File: src/rtl/rasterizer_traversal.sv
// Triangle traversal backend: clips the setup bounding box to the framebuffer, then walks it
// one pixel per cycle with incremental edge/depth stepping behind a valid/ready output register.
module rasterizer_traversal #(
    parameter int DATA_WIDTH  = 16,
    parameter int DEPTH_WIDTH = 16,
    parameter int ADDR_WIDTH  = 15,
    parameter int FB_WIDTH    = 160,
    parameter int FB_HEIGHT   = 120,
    parameter int EMIT_ALL    = 0
) (
    input  logic                       clk,
    input  logic                       rstn,
    input  logic                       tri_valid,
    output logic                       tri_ready,
    input  logic [1:0][DATA_WIDTH-1:0] bb_tl,      // [1]=x, [0]=y
    input  logic [1:0][DATA_WIDTH-1:0] bb_br,
    input  logic [2:0][DATA_WIDTH-1:0] edge_init,  // edge values at bb_tl; "edge" is a reserved word
    input  logic [2:0][DATA_WIDTH-1:0] edge_dx,
    input  logic [2:0][DATA_WIDTH-1:0] edge_dy,
    input  logic [DATA_WIDTH-1:0]      z,
    input  logic [DATA_WIDTH-1:0]      z_dx,
    input  logic [DATA_WIDTH-1:0]      z_dy,
    output logic                       pix_valid,
    input  logic                       pix_ready,
    output logic [ADDR_WIDTH-1:0]      pix_addr,
    output logic [DEPTH_WIDTH-1:0]     pix_depth,
    output logic                       pix_inside,
    output logic                       done
);
    localparam int DW = DATA_WIDTH;
    localparam int AW = ADDR_WIDTH;

    typedef logic signed [DW-1:0]   sd_t;
    typedef logic signed [2*DW-1:0] sw_t;
    typedef logic [2:0][DW-1:0]     e3_t;
    typedef logic [AW-1:0]          addr_t;
    typedef enum logic [1:0] {IDLE, SETUP, TRAVERSE, DONE} state_t;

    localparam sd_t X_LAST = sd_t'(FB_WIDTH - 1);
    localparam sd_t Y_LAST = sd_t'(FB_HEIGHT - 1);

    function automatic sw_t sext(input logic [DW-1:0] v);
        return {{DW{v[DW-1]}}, v};
    endfunction

    state_t state_q, state_d;
    sd_t    tlx_q, tlx_d, tly_q, tly_d, brx_q, brx_d, bry_q, bry_d;
    e3_t    edx_q, edx_d, edy_q, edy_d;
    sd_t    zdx_q, zdx_d, zdy_q, zdy_d;
    sd_t    x_q, x_d, y_q, y_d, xmin_q, xmin_d, xmax_q, xmax_d, ymax_q, ymax_d;
    e3_t    e_q, e_d, row_e_q, row_e_d;
    sd_t    z_q, z_d, row_z_q, row_z_d;
    addr_t  addr_q, addr_d, jump_q, jump_d;
    logic   last_q, last_d;
    logic   pix_valid_q, pix_valid_d, pix_inside_q, pix_inside_d, done_q, done_d;
    addr_t  pix_addr_q, pix_addr_d;
    logic [DEPTH_WIDTH-1:0] pix_depth_q, pix_depth_d;

    // Box clipping and start-point adjustment, evaluated from the captured setup
    sd_t   xmin_s, ymin_s, xmax_s, ymax_s, z_adj;
    sw_t   offx, offy;
    e3_t   e_adj;
    addr_t addr_s, jump_s;
    logic  empty_s;

    always_comb begin
        xmin_s  = (tlx_q < 0) ? '0 : tlx_q;
        ymin_s  = (tly_q < 0) ? '0 : tly_q;
        xmax_s  = (brx_q > X_LAST) ? X_LAST : brx_q;
        ymax_s  = (bry_q > Y_LAST) ? Y_LAST : bry_q;
        offx    = sext(xmin_s) - sext(tlx_q);
        offy    = sext(ymin_s) - sext(tly_q);
        for (int i = 0; i < 3; i++)
            e_adj[i] = e_q[i] + sd_t'(sext(edx_q[i]) * offx) + sd_t'(sext(edy_q[i]) * offy);
        z_adj   = z_q + sd_t'(sext(zdx_q) * offx) + sd_t'(sext(zdy_q) * offy);
        addr_s  = addr_t'(sext(ymin_s) * sw_t'(FB_WIDTH) + sext(xmin_s));
        jump_s  = addr_t'(FB_WIDTH) - addr_t'(xmax_s - xmin_s);
        empty_s = (xmin_s > xmax_s) || (ymin_s > ymax_s);
    end

    // Candidate pixel: straight from setup in SETUP, otherwise the cursor registers
    sd_t   cx, cy, cxmin, cxmax, cymax, cz, crow_z, nx, ny, nz, nrow_z;
    e3_t   ce, crow_e, ne, nrow_e;
    addr_t caddr, cjump, naddr;
    logic  c_inside, nlast;

    always_comb begin
        if (state_q == SETUP) begin
            cx = xmin_s; cy = ymin_s; cxmin = xmin_s; cxmax = xmax_s; cymax = ymax_s;
            ce = e_adj; crow_e = e_adj; cz = z_adj; crow_z = z_adj;
            caddr = addr_s; cjump = jump_s;
        end else begin
            cx = x_q; cy = y_q; cxmin = xmin_q; cxmax = xmax_q; cymax = ymax_q;
            ce = e_q; crow_e = row_e_q; cz = z_q; crow_z = row_z_q;
            caddr = addr_q; cjump = jump_q;
        end
        c_inside = 1'b1;
        for (int i = 0; i < 3; i++)
            c_inside = c_inside && ($signed(ce[i]) > 0);

        nx = cx; ny = cy; ne = ce; nz = cz; naddr = caddr;
        nrow_e = crow_e; nrow_z = crow_z; nlast = 1'b0;
        if (cx < cxmax) begin
            nx = cx + sd_t'(1);
            for (int i = 0; i < 3; i++) ne[i] = ce[i] + edx_q[i];
            nz    = cz + zdx_q;
            naddr = caddr + addr_t'(1);
        end else if (cy < cymax) begin
            nx = cxmin;
            ny = cy + sd_t'(1);
            for (int i = 0; i < 3; i++) nrow_e[i] = crow_e[i] + edy_q[i];
            nrow_z = crow_z + zdy_q;
            ne     = nrow_e;
            nz     = nrow_z;
            naddr  = caddr + cjump;
        end else begin
            nlast = 1'b1;
        end
    end

    logic load;

    always_comb begin
        state_d = state_q;
        tlx_d = tlx_q; tly_d = tly_q; brx_d = brx_q; bry_d = bry_q;
        edx_d = edx_q; edy_d = edy_q; zdx_d = zdx_q; zdy_d = zdy_q;
        x_d = x_q; y_d = y_q; xmin_d = xmin_q; xmax_d = xmax_q; ymax_d = ymax_q;
        e_d = e_q; row_e_d = row_e_q; z_d = z_q; row_z_d = row_z_q;
        addr_d = addr_q; jump_d = jump_q; last_d = last_q;
        pix_valid_d = pix_valid_q; pix_addr_d = pix_addr_q;
        pix_depth_d = pix_depth_q; pix_inside_d = pix_inside_q;
        done_d = 1'b0;
        load   = 1'b0;
        case (state_q)
            IDLE: if (tri_valid) begin
                tlx_d = bb_tl[1]; tly_d = bb_tl[0]; brx_d = bb_br[1]; bry_d = bb_br[0];
                e_d = edge_init; edx_d = edge_dx; edy_d = edge_dy;
                z_d = z; zdx_d = z_dx; zdy_d = z_dy;
                last_d  = 1'b0;
                state_d = SETUP;
            end
            SETUP: begin
                xmin_d = xmin_s; xmax_d = xmax_s; ymax_d = ymax_s; jump_d = jump_s;
                if (empty_s) begin
                    state_d = DONE;
                    done_d  = 1'b1;
                end else begin
                    load    = 1'b1;
                    state_d = TRAVERSE;
                end
            end
            TRAVERSE: if (!pix_valid_q || pix_ready) begin
                if (last_q) begin
                    pix_valid_d = 1'b0;
                    state_d     = DONE;
                    done_d      = 1'b1;
                end else begin
                    load = 1'b1;
                end
            end
            DONE:    state_d = IDLE;
            default: state_d = IDLE;
        endcase

        if (load) begin
            pix_valid_d  = (EMIT_ALL != 0) || c_inside;
            pix_addr_d   = caddr;
            pix_depth_d  = cz[DEPTH_WIDTH-1:0];
            pix_inside_d = c_inside;
            x_d = nx; y_d = ny; e_d = ne; z_d = nz; addr_d = naddr;
            row_e_d = nrow_e; row_z_d = nrow_z; last_d = nlast;
        end
    end

    always_ff @(posedge clk) begin
        if (!rstn) begin
            state_q <= IDLE;
            tlx_q <= '0; tly_q <= '0; brx_q <= '0; bry_q <= '0;
            edx_q <= '0; edy_q <= '0; zdx_q <= '0; zdy_q <= '0;
            x_q <= '0; y_q <= '0; xmin_q <= '0; xmax_q <= '0; ymax_q <= '0;
            e_q <= '0; row_e_q <= '0; z_q <= '0; row_z_q <= '0;
            addr_q <= '0; jump_q <= '0; last_q <= 1'b0;
            pix_valid_q <= 1'b0; pix_addr_q <= '0; pix_depth_q <= '0;
            pix_inside_q <= 1'b0; done_q <= 1'b0;
        end else begin
            state_q <= state_d;
            tlx_q <= tlx_d; tly_q <= tly_d; brx_q <= brx_d; bry_q <= bry_d;
            edx_q <= edx_d; edy_q <= edy_d; zdx_q <= zdx_d; zdy_q <= zdy_d;
            x_q <= x_d; y_q <= y_d; xmin_q <= xmin_d; xmax_q <= xmax_d; ymax_q <= ymax_d;
            e_q <= e_d; row_e_q <= row_e_d; z_q <= z_d; row_z_q <= row_z_d;
            addr_q <= addr_d; jump_q <= jump_d; last_q <= last_d;
            pix_valid_q <= pix_valid_d; pix_addr_q <= pix_addr_d; pix_depth_q <= pix_depth_d;
            pix_inside_q <= pix_inside_d; done_q <= done_d;
        end
    end

    assign tri_ready  = (state_q == IDLE);
    assign pix_valid  = pix_valid_q;
    assign pix_addr   = pix_addr_q;
    assign pix_depth  = pix_depth_q;
    assign pix_inside = pix_inside_q;
    assign done       = done_q;

endmodule

File: config.mk
export PLATFORM = sky130hd
export DESIGN_NAME = rasterizer_traversal
export DESIGN_NICKNAME = d
export VERILOG_FILES = /design/src/rtl/rasterizer_traversal.sv
export SDC_FILE = /design/constraint.sdc
export NUM_CORES = 2
export LEC_CHECK = 0
export ABC_CLOCK_PERIOD_IN_PS = 27900
export BUFFER_PORTS_ARGS = -buffer_cell sky130_fd_sc_hd__buf_2
export CAP_MARGIN = 15
export CORE_ASPECT_RATIO = 1.4
export CORE_MARGIN = 2
export CORE_UTILIZATION = 57
export DETAILED_ROUTE_END_ITERATION = 6
export PLACE_DENSITY = 0.84
export SETUP_SLACK_MARGIN = 0.1
export SKIP_LAST_GASP = 1
export SLEW_MARGIN = 20
export SYNTH_ARGS = -nofsm -noshare
export SYNTH_HDL_FRONTEND = slang
export SYNTH_SLANG_ARGS = --single-unit
export TNS_END_PERCENT = 50
File: constraint.sdc
create_clock -name clk -period 27.9 [get_ports clk]
set_input_delay 4.185 -clock clk [delete_from_list [all_inputs] [get_ports clk]]
set_output_delay 4.185 -clock clk [all_outputs]
set_load 0.01 [all_outputs]
==> impl_metrics.toml <==
[status]
outcome = "finished with violations"
failed_checks = "design-rule violations"

[routing]
first_iter_violations = 5818
vias_per_cell = 6.17
drc_errors = 1
wl_met3_mm = 27.2
drt-met1-wl_mm = 76.8
dr.pass1.iters = 6
wl_mm = 230
top_layer = "met5"
wl_per_cell_um = 23.9
final_antenna_net_count = 0
route.vias.total = 59500
met2_length_mm = 102

[global_routing]
grtUsageTotal = 0.389
grt-ovfl-total = 0
grt_pass1_vias = 61300
grt_pass1_wl_mm = 349
antenna_found_initial = 26
grt_max_degree = 199

[place]
post_dp_cell_area_mm2 = 0.0681
gp_congestion = 0.998
io_buffers = 294
dp_hpwl_mm = 168
placed_cells = 9519

[worst_setup_path]
cp.required_ns = 28.47
critPathLaunchType = "flip-flop"
cpPeakStageDelay_ns = 0.63
endpoint_kind = "flip-flop"
crit_top_cell = "fa_1"
critical_path_class = "reg2reg"
r2r_slack_ns = 16.48
cp_num_buf_inv = 8
crit_path_start = "tlx_q[15]"
cp_data_arrival_time_ns = 11.99
reg2reg_depth = 40
worstReg2RegStart = "tlx_q[15]"
slowest_stage = "and2_1"
critical_path.max_fanout = 35
r2r-end = "e_q[31]"
path_delay_family = "adder cells"

[finish]
fill_cells = 9683
regArea_mm2 = 0.00936
final_common_cell = "inv_1"
multi_input_area_mm2 = 0.0496
final_cell_mix = "inv_1, nand2_1, fa_1, ha_1, and2_1"
drive_gt1_frac = 0.0726
stdcell_count = 9634
area_growth_syn_to_layout_pct = 7.06
nets = 9798
final_core_util = 0.613
final_area_mm2 = 0.0700

[worst_hold_path]
hold_depth = 2
min_delay_worst_endpoint = "addr_q[11]"
hp-start = "addr_q[11]"
hold_class = "reg2reg"

[timing]
max_freq_ghz = 0.0875
slew_headroom = 0.187
final_hold_viol_count = 0
final.setup.tns_ns = 0
grt_setup_unrepaired = "false"
period_needed_ns = 11.42
worst_pin_slew_ns = 1.21
fin_crit_sh = 0.409
finalMaxSlewViolations = 0
setup_viol = 0
skew_ns = 0.0765

[clock_tree]
tritoncts = "yes"
clk_pin_slew_ns = 0.07
cts_hold_buffers = 0
clock_latency_ns = 0.71
cts_root_buf = "clkbuf_16"
clock_path_buffers = 3
cts.sinks = 467
cts_max_level = 2
cts_resized = 0
post_cts_buffers = 0
numCtsBuffers = 54

[logic_synthesis]
ys_async_sr_fraction = 0
synth_edf_count = 0
synth_cell_type_count = 88
yosysWarningCount = 0
syn_avg_cell_area_um2 = 8.09
syn_inst = 8085
syn_nets = 9798
synth_top_area_frac = 0.247
synth_area_leaders = "fa_1, dfxtp_1, ha_1, inv_1, nand2_1"
synth-seq-cells = 467
ys.flop_type = "dfxtp_1"
netlist_area_mm2 = 0.0654
yosysTopAreaCell = "fa_1"
ys_seq_area_frac = 0.143

[floorplan]
coreArea_mm2 = 0.114
rows = 147
initial_core_util = 0.573
fp.dieArea_mm2 = 0.118
fp.dieH_um = 405
ios = 295
dieWidth_um = 290

[power]
peakVddDrop_uv = 170
leakage_uw = 0.0337
powerDensity_mw_per_mm2 = 95.8

[job]
maxCapViolations = 0
-- report_power, final --
part           switching (uW)  leakage (uW)  internal [uW]
combinational            3250        0.0289           1560
clock                     342      0.000925            450
sequential                263       0.00381            849
total                    3850        0.0337           2860
-- cells in the mapped netlist (19+ instances only) --
| cell | number |
|---|---|
| a211oi_1 | 108 |
| a21boi_0 | 19 |
| a21o_1 | 81 |
| a21oi_1 | 472 |
| a311oi_1 | 27 |
| a31oi_1 | 23 |
| and2_1 | 481 |
| and3_1 | 167 |
| buf_1 | 42 |
| clkbuf_1 | 401 |
| dfxtp_1 | 467 |
| fa_1 | 807 |
| ha_1 | 646 |
| inv_1 | 1325 |
| mux2_2 | 31 |
| mux2i_1 | 67 |
| nand2_1 | 1163 |
| nand2b_1 | 29 |
| nand3_1 | 72 |
| nand4_1 | 25 |
| nor2_1 | 428 |
| nor2b_1 | 52 |
| nor3_1 | 76 |
| nor4_1 | 23 |
| o211ai_1 | 76 |
| o21a_1 | 21 |
| o21ai_0 | 255 |
| o21bai_1 | 30 |
| o311a_1 | 35 |
| xnor2_1 | 308 |
| xnor3_1 | 21 |
| xor2_1 | 87 |
-- per-layer routing --
layer / track usage / vias up
li1: - / 25700
met1: 0.433 / 28400
met2: 0.618 / 3991
met3: 0.102 / 1330
met4: 0.338 / 18
met5: 0.00951 / -
-- registers in the layout, summed over array words and instances, names as in the netlist, 48 cells and up --
name and flops:
e_q 48, row_e_q 48, edy_q 48, edx_q 48
-- final cells by class --
class | count | share of cell area
clock inverters | 29 | 0.00631
well taps | 1490 | 0.0266
inverters | 1329 | 0.0713
repair buffers | 394 | 0.0324
multi-input cells | 5839 | 0.708
clock buffers | 71 | 0.0209
diodes | 15 | 0.000536
flip-flops and latches | 467 | 0.134
-- logic make-up (layout without fill, tap and decap cells) --
| logic type | after synthesis | in the layout | share of synthesized area |
|---|---|---|---|
| muxes | 98 | 98 | 0.0156 |
| AOI/OAI and AO/OA | 1281 | 1281 | 0.122 |
| other | 0 | 15 | 0 |
| and+or+nand+nor | 2587 | 2587 | 0.186 |
| adders and majority gates | 1453 | 1453 | 0.370 |
| xor gates and xnor gates | 420 | 420 | 0.0612 |
| DFF | 467 | 467 | 0.143 |
| buffers and inverters | 1779 | 1823 | 0.102 |
-- metrics by stage --
stage	power, uW	hold WS (ns)	setup slack [ns]
2_1_floorplan	4160	0.429	16.95
3_3_place_gp	5570	0.435	17.09
3_5_place_dp	5700	0.444	16.81
4_1_cts	6520	0.452	16.76
5_1_grt	7060	0.469	16.16
6_report	6710	0.454	16.48
-- worst max path at each step --
stage	endpoint	slack, ns	cells after the start
3_5_place_dp	e_q[31]	16.81	40
2_1_floorplan	e_q[31]	16.95	47
3_3_place_gp	e_q[31]	17.09	40
5_1_grt	z_q[15]	16.16	39
6_report	e_q[31]	16.48	40
4_1_cts	e_q[31]	16.76	40
-- worst register-to-register path: cells and delay by family, from the launching register on --
| family | cells | cell delay [ns] |
|---|---|---|
| buffers and inverters | 8 | 1.66 |
| and+or+nand+nor | 8 | 2.50 |
| DFF | 1 | 0.31 |
| AOI/OAI and AO/OA | 10 | 1.86 |
| muxes | 1 | 0.26 |
| xor gates and xnor gates | 2 | 0.32 |
| adders and majority gates | 11 | 4.41 |
Note: power is estimated with default switching activity, not from simulation.
